$ cat config.mk
export PLATFORM = sky130hd
export DESIGN_NAME = fsm_decoder
export DESIGN_NICKNAME = d
export VERILOG_FILES = /design/src/rtl/fsm_decoder.sv
export SDC_FILE = /design/constraint.sdc
export NUM_CORES = 1
export LEC_CHECK = 0
export ABC_AREA = 1
export ABC_CLOCK_PERIOD_IN_PS = 2200
export CELL_PAD_IN_SITES_DETAIL_PLACEMENT = 0
export CELL_PAD_IN_SITES_GLOBAL_PLACEMENT = 1
export CORE_MARGIN = 2
export CORE_UTILIZATION = 46
export DETAILED_ROUTE_END_ITERATION = 7
export DONT_BUFFER_PORTS = 1
export PLACE_DENSITY_LB_ADDON = 0.1
export SYNTH_ARGS = -nofsm -noshare
export SYNTH_HDL_FRONTEND = slang
export SYNTH_HIERARCHICAL = 1
export SYNTH_SLANG_ARGS = --single-unit
$ cat constraint.sdc
create_clock -name clk -period 2.2 [get_ports clk]
set_input_delay 0.33 -clock clk [delete_from_list [all_inputs] [get_ports clk]]
set_output_delay 0.33 -clock clk [all_outputs]
set_load 0.02 [all_outputs]
$ cat src/rtl/fsm_decoder.sv
// Receiver for the fsm Mealy encoder. It tracks the encoder state, recovers the serial bits,
// packs them into bytes and counts illegal symbols. Two hex digits show the state and the error count.

module hex (
  input  logic [3:0] x_i,
  output logic [6:0] seg_o
);
  // Active-high segments, bit order {g,f,e,d,c,b,a}.
  always_comb begin
    seg_o = 7'h00;
    unique case (x_i)
      4'h0: seg_o = 7'h3F;
      4'h1: seg_o = 7'h06;
      4'h2: seg_o = 7'h5B;
      4'h3: seg_o = 7'h4F;
      4'h4: seg_o = 7'h66;
      4'h5: seg_o = 7'h6D;
      4'h6: seg_o = 7'h7D;
      4'h7: seg_o = 7'h07;
      4'h8: seg_o = 7'h7F;
      4'h9: seg_o = 7'h6F;
      4'hA: seg_o = 7'h77;
      4'hB: seg_o = 7'h7C;
      4'hC: seg_o = 7'h39;
      4'hD: seg_o = 7'h5E;
      4'hE: seg_o = 7'h79;
      4'hF: seg_o = 7'h71;
      default: seg_o = 7'h00;
    endcase
  end
endmodule

module fsm_decoder #(
  parameter int ERR_W = 4
) (
  input  logic             clk,
  input  logic             rst,
  input  logic             sym_valid,
  input  logic [1:0]       sym,
  output logic             bit_valid,
  output logic             bit_out,
  output logic             byte_valid,
  output logic [7:0]       byte_out,
  output logic             err,
  output logic [ERR_W-1:0] err_cnt,
  output logic [1:0]       state,
  output logic [6:0]       o1,
  output logic [6:0]       o0
);
  typedef enum logic [1:0] {S0 = 2'd0, S1 = 2'd1, S2 = 2'd2, S3 = 2'd3} state_e;

  state_e           state_q, state_d;
  logic             bit_out_q, bit_out_d;
  logic             bit_valid_q, bit_valid_d;
  logic             byte_valid_q, byte_valid_d;
  logic [7:0]       byte_out_q, byte_out_d;
  logic             err_q, err_d;
  logic [ERR_W-1:0] err_cnt_q, err_cnt_d;
  logic [2:0]       cnt_q, cnt_d;
  logic [7:0]       shreg_q, shreg_d;

  logic             legal;
  logic             dec_bit;
  state_e           dec_next;
  logic [7:0]       shift_next;

  // Inverse of the encoder table: which input bit produced this symbol from this state.
  always_comb begin
    legal    = 1'b0;
    dec_bit  = 1'b0;
    dec_next = S0;
    unique case (state_q)
      S0: begin
        if (sym == 2'd0)      begin legal = 1'b1; dec_bit = 1'b0; dec_next = S0; end
        else if (sym == 2'd1) begin legal = 1'b1; dec_bit = 1'b1; dec_next = S1; end
      end
      S1: begin
        if (sym == 2'd0)      begin legal = 1'b1; dec_bit = 1'b0; dec_next = S2; end
        else if (sym == 2'd2) begin legal = 1'b1; dec_bit = 1'b1; dec_next = S3; end
      end
      S2: begin
        if (sym == 2'd1)      begin legal = 1'b1; dec_bit = 1'b0; dec_next = S2; end
        else if (sym == 2'd0) begin legal = 1'b1; dec_bit = 1'b1; dec_next = S3; end
      end
      S3: begin
        if (sym == 2'd1)      begin legal = 1'b1; dec_bit = 1'b0; dec_next = S1; end
        else if (sym == 2'd0) begin legal = 1'b1; dec_bit = 1'b1; dec_next = S0; end
      end
      default: ;
    endcase
  end

  assign shift_next = {shreg_q[6:0], dec_bit};

  always_comb begin
    state_d      = state_q;
    bit_out_d    = bit_out_q;
    bit_valid_d  = 1'b0;
    byte_valid_d = 1'b0;
    byte_out_d   = byte_out_q;
    err_d        = 1'b0;
    err_cnt_d    = err_cnt_q;
    cnt_d        = cnt_q;
    shreg_d      = shreg_q;
    if (sym_valid) begin
      if (legal) begin
        state_d     = dec_next;
        bit_out_d   = dec_bit;
        bit_valid_d = 1'b1;
        shreg_d     = shift_next;
        cnt_d       = cnt_q + 3'd1;
        if (cnt_q == 3'd7) begin
          byte_out_d   = shift_next;
          byte_valid_d = 1'b1;
        end
      end else begin
        // Resync: drop the partial byte and restart from the encoder's reset state.
        state_d = S0;
        err_d   = 1'b1;
        shreg_d = 8'h00;
        cnt_d   = 3'd0;
        if (err_cnt_q != {ERR_W{1'b1}}) err_cnt_d = err_cnt_q + 1'b1;
      end
    end
  end

  always_ff @(posedge clk) begin
    if (rst) begin
      state_q      <= S0;
      bit_out_q    <= 1'b0;
      bit_valid_q  <= 1'b0;
      byte_valid_q <= 1'b0;
      byte_out_q   <= 8'h00;
      err_q        <= 1'b0;
      err_cnt_q    <= '0;
      cnt_q        <= 3'd0;
      shreg_q      <= 8'h00;
    end else begin
      state_q      <= state_d;
      bit_out_q    <= bit_out_d;
      bit_valid_q  <= bit_valid_d;
      byte_valid_q <= byte_valid_d;
      byte_out_q   <= byte_out_d;
      err_q        <= err_d;
      err_cnt_q    <= err_cnt_d;
      cnt_q        <= cnt_d;
      shreg_q      <= shreg_d;
    end
  end

  assign state      = state_q;
  assign bit_out    = bit_out_q;
  assign bit_valid  = bit_valid_q;
  assign byte_valid = byte_valid_q;
  assign byte_out   = byte_out_q;
  assign err        = err_q;
  assign err_cnt    = err_cnt_q;

  logic [3:0] err_nib;
  generate
    if (ERR_W >= 4) begin : g_nib_wide
      assign err_nib = err_cnt_q[3:0];
    end else begin : g_nib_narrow
      assign err_nib = {{(4 - ERR_W){1'b0}}, err_cnt_q};
    end
  endgenerate

  hex u_hex_state (.x_i({2'b00, state_q}), .seg_o(o1));
  hex u_hex_err   (.x_i(err_nib),          .seg_o(o0));
endmodule

Word-level counts from Yosys, hierarchy flattened
Memories as Yosys holds them, arrays and structs flattened. A register that Yosys moved wholly into a read port is not among the register bits.
Cells that the tools add are included.

storage, ports and cells
  bits in registers = 28
  latch bits = 0
  memory bits (writable) = 0
  bits in read-only memories = 224
  word-level logic and storage cells = 58
  memories kept = 2

memories
  memory           depth  width  rd ports  clocked after memory_dff  write ports  line  text
  (no name shown)  16     7      1         1                         0            11    unique case (x_i)
  (no name shown)  16     7      1         1                         0            11

operators by class
  $add $sub $neg = 2
  multipliers = 0
  divide/modulo/power cells = 0
  magnitude comparators = 0
  eq/ne operators = 7
  shift-type cells = 0
  muxes and demuxes = 28
  bitwise operators = 2
  reductions and logical operators = 8

operator list
  operator               count
  $mux W4                4
  $mux W1                14
  $mux W2                5
  $pmux W2 S4            1
  $mux W7                1
  $eq A2 B2 Y1 const B   3
  $pmux W1 S3            2
  $reduce_and A3 Y1      2
  $add A4 B1 Y4 const B  1
  $eq A2 B1 Y1 const B   2
  $logic_not A2 Y1       2
  $ne A4 B4 Y1 const B   1
  $reduce_or A2 Y1       2
  $add A3 B1 Y3 const B  1
  $eq A3 B3 Y1 const B   1
  $mux W3                1
  $reduce_or A3 Y1       1
  $not A1 Y1             2
  $reduce_and A2 Y1      1

Logic depth before layout (Yosys ltp)
  depth after elaboration = 8
  mapped depth = 9

By module
The synthesis kept the hierarchy.

by module, submodules not included
  module       times used  cells an instance  area an instance (um2)
  fsm_decoder  1           142                1134.8
  hex          2           52                 270.3

Worst setup path before layout
Ideal clock, no wire load.

  path kind = reg2out
  start point = register err_cnt[1] (netlist name)
  end point = output port o0[3]
  arrival = 1.358 ns
  required time = 1.870 ns
  slack = 0.512 ns
  cell stages (with the launch flop) = 7
  buffers on the path = 0
  cell sequence = dfxtp_1 -> inv_1 -> ha_1 -> nand2_1 -> o21ai_0 -> nand2_1 -> nand2_1

RTL lines
  item              line  text
  end: declaration  48    output logic [6:0] o0

==> reports/qor.csv <==
metric;value;unit
status;finished, final reports clean;
via_per_inst;4.716;
overflow;0;
netlist_area;1675;sq um
setup_ws;0.2446;ns
synth_cell_type_count;23;
drt_pre_antenna_iters;5;
period_needed;1.955;ns
cts.sinks;28;
critPathCaptureType;output port;
multi_input_area;989.7;sq um
die_x;64.35;um
grt_use_met1;22.93;%
vias;1443;
critPathMaxFanout;9;
slew_viol_final;0;
route.detailed.drc;0;
p_per_area;552.4;nW/um^2
p_leak;0.8424;nW
period_share;88.88;%
register_area;560.5;sq um
drive_gt1_share;8.846;%
preCtsSetupSlack;0.6216;ns
hold_viol;0;
start_util;49.05;%
start_kind;register;
hold_start;rst;
stdcell_area;1837;sq um
reg2reg_from;state[1];
area_delta_synth_final;9.634;%
cts_resized;0;
grt.busiest_layer;met2;
fp.dieH;64.35;um
grt_max_degree;17;
arrival;1.63;ns
place_inst;302;
r2r_setup_slack;0.76;ns
min_to;byte_out[7];
syn_avg_cell_area;6.810;sq um
io_pins;37;
grt_pass1_wl;6.023;mm
track_usage;17.97;%
gr-usage-met3;3.345;%
cp_data_required_time;1.87;ns
post-cts-setup-buffers;0;
final.setup.tns;0;ns
first_global_vias;1423;
cts-root-buf;clkbuf_4;
antenna_found_initial;0;
grtUsageMet2;30.60;%
netlist_instances;246;
core_area;3416;sq um
rsz0062_at_grt;false;
finalSetupViolations;0;
fill_cells;362;
maxCapViolations;0;
io_buffer_count;0;
max_freq;0.5114;GHz
cts_htree_levels;1;
cts_tree;yes;
wire_per_inst;10.71;um
ant_nets;0;
rows;21;
critPathKind;reg -> out;
yosysWarnings;6;
hold_buffers;0;
clk_latency;0.32;ns
antennaDiodeCount;0;
yosys_register_bits;28;
place_area;1784;sq um
hpwl;2.532;mm
clk_transition_reported_paths;0.14;ns
cts_made_buffers;3;
final_cell_count_no_fill;306;
drt_iter0_drc;54;
ir_drop;439.5;uV
die_area;4141;sq um
worstRegToRegCells;9;
gp_congestion;0.7877;
fin_skew;0.001629;ns
yosysSeqAreaShare;33.46;%
rr_endpoint;err_cnt[0];
clockBufferDepth;2;
worst_hold_path_type;in -> reg;
hold_depth;1;
drt_wl_total;3.277;mm
fin_nets;283;
[metal layers]
layer / routed length [um] / share of wire, %
met1: 1573 / 48
met2: 1519 / 46
met3: 160 / 4.9
met4: 24 / 0.73
met5: 0 / 0
[metrics by stage]
stage / power, mW / hold slack (ns) / util (%)
after floorplan: 0.6734 / 0.3991 / -
after detailed placement: 0.6922 / 0.4028 / 52.23
after global placement: 0.6930 / 0.4015 / 52.23
after CTS: 1.026 / 0.03274 / 53.77
after global routing: 1.069 / 0.01577 / 53.77
final: 1.015 / 0.04813 / 53.77
[cell usage after synthesis]
library cell  count  area, sq um
a21oi_1          11        55.05
buf_2             1        5.000
buf_4             2        15.01
clkbuf_1          1        3.750
conb_1            1        3.750
dfxtp_1          28        560.5
ha_1             17        212.7
inv_1            30        112.6
inv_2             5        18.77
nand2_1          94        352.8
nand2_2           3        18.77
nand2_4           1        11.26
nand3_1          17        85.08
nand3_2           2        20.02
nand4_1           5        31.28
nand4_4           1        21.27
nor2_1            8        30.03
nor2_4            1        11.26
o21a_1            1        7.510
o21ai_0           8        40.04
o21ai_1           2        10.01
o22ai_1           5        31.28
xor2_1            2        17.52
[flip-flops by register name, summed over array words and instances, names as in the netlist]
| signal | count |
|---|---|
| bit_out | 1 |
| shreg_q | 7 |
| byte_out | 8 |
| cnt_q | 3 |
| err | 1 |
| state | 2 |
| bit_valid | 1 |
| byte_valid | 1 |
| err_cnt | 4 |
[worst max path at each step]
stage,from,endpoint,slack (ns),cells past startpoint
after CTS,err_cnt[0],o0[3],0.23,7
after global placement,err_cnt[0],o0[3],0.63,7
after detailed placement,err_cnt[0],o0[3],0.62,7
after global routing,err_cnt[0],o0[3],0.08,7
final,err_cnt[0],o0[3],0.24,7
after floorplan,err_cnt[1],o0[3],0.51,6
[where the power goes]
group | internal [mW] | switching [mW]
logic | 0.0432 | 0.113
registers | 0.517 | 0.00952
clock network | 0.184 | 0.148
[critical path, stage by stage (launching register included)]
cell and delay, ns:
dfxtp_1 0.33, buf_4 0.18, inv_1 0.11, ha_1 0.29, nand2_1 0.07, o21ai_0 0.08
nand2_1 0.08, nand2_1 0.14
[cell type report]
type | count | share of cell area, %
Inverter | 35 | 7.153
Timing Repair Buffer | 6 | 2.452
Clock inverter | 1 | 1.635
Multi-Input combinational cell | 187 | 53.88
Clock buffer | 3 | 1.226
Tap cell | 46 | 3.134
Sequential cell | 28 | 30.52
[cell families (layout without fill, tap and decap cells)]
group,Yosys count,after routing,synth area share (%)
other,1,9,0.2238
AOI/OAI and AO/OA,27,27,8.589
and+or+nand+nor,132,132,34.73
buffers and inverters,39,45,9.260
adders and majority gates,17,17,12.70
DFF,28,28,33.46
xor gates and xnor gates,2,2,1.046
[cell usage in the layout, fill, tap and decap left out, types with 6 or more instances in the layout]
cell type / netlist / routed
inv_1: 30 / 30
nor2_1: 8 / 8
nand3_1: 17 / 17
buf_4: 2 / 6
conb_1: 1 / 9
a21oi_1: 11 / 11
dfxtp_1: 28 / 28
ha_1: 17 / 17
o21ai_0: 8 / 8
nand2_1: 94 / 94
No activity file was read; power rests on OpenSTA's default activity.
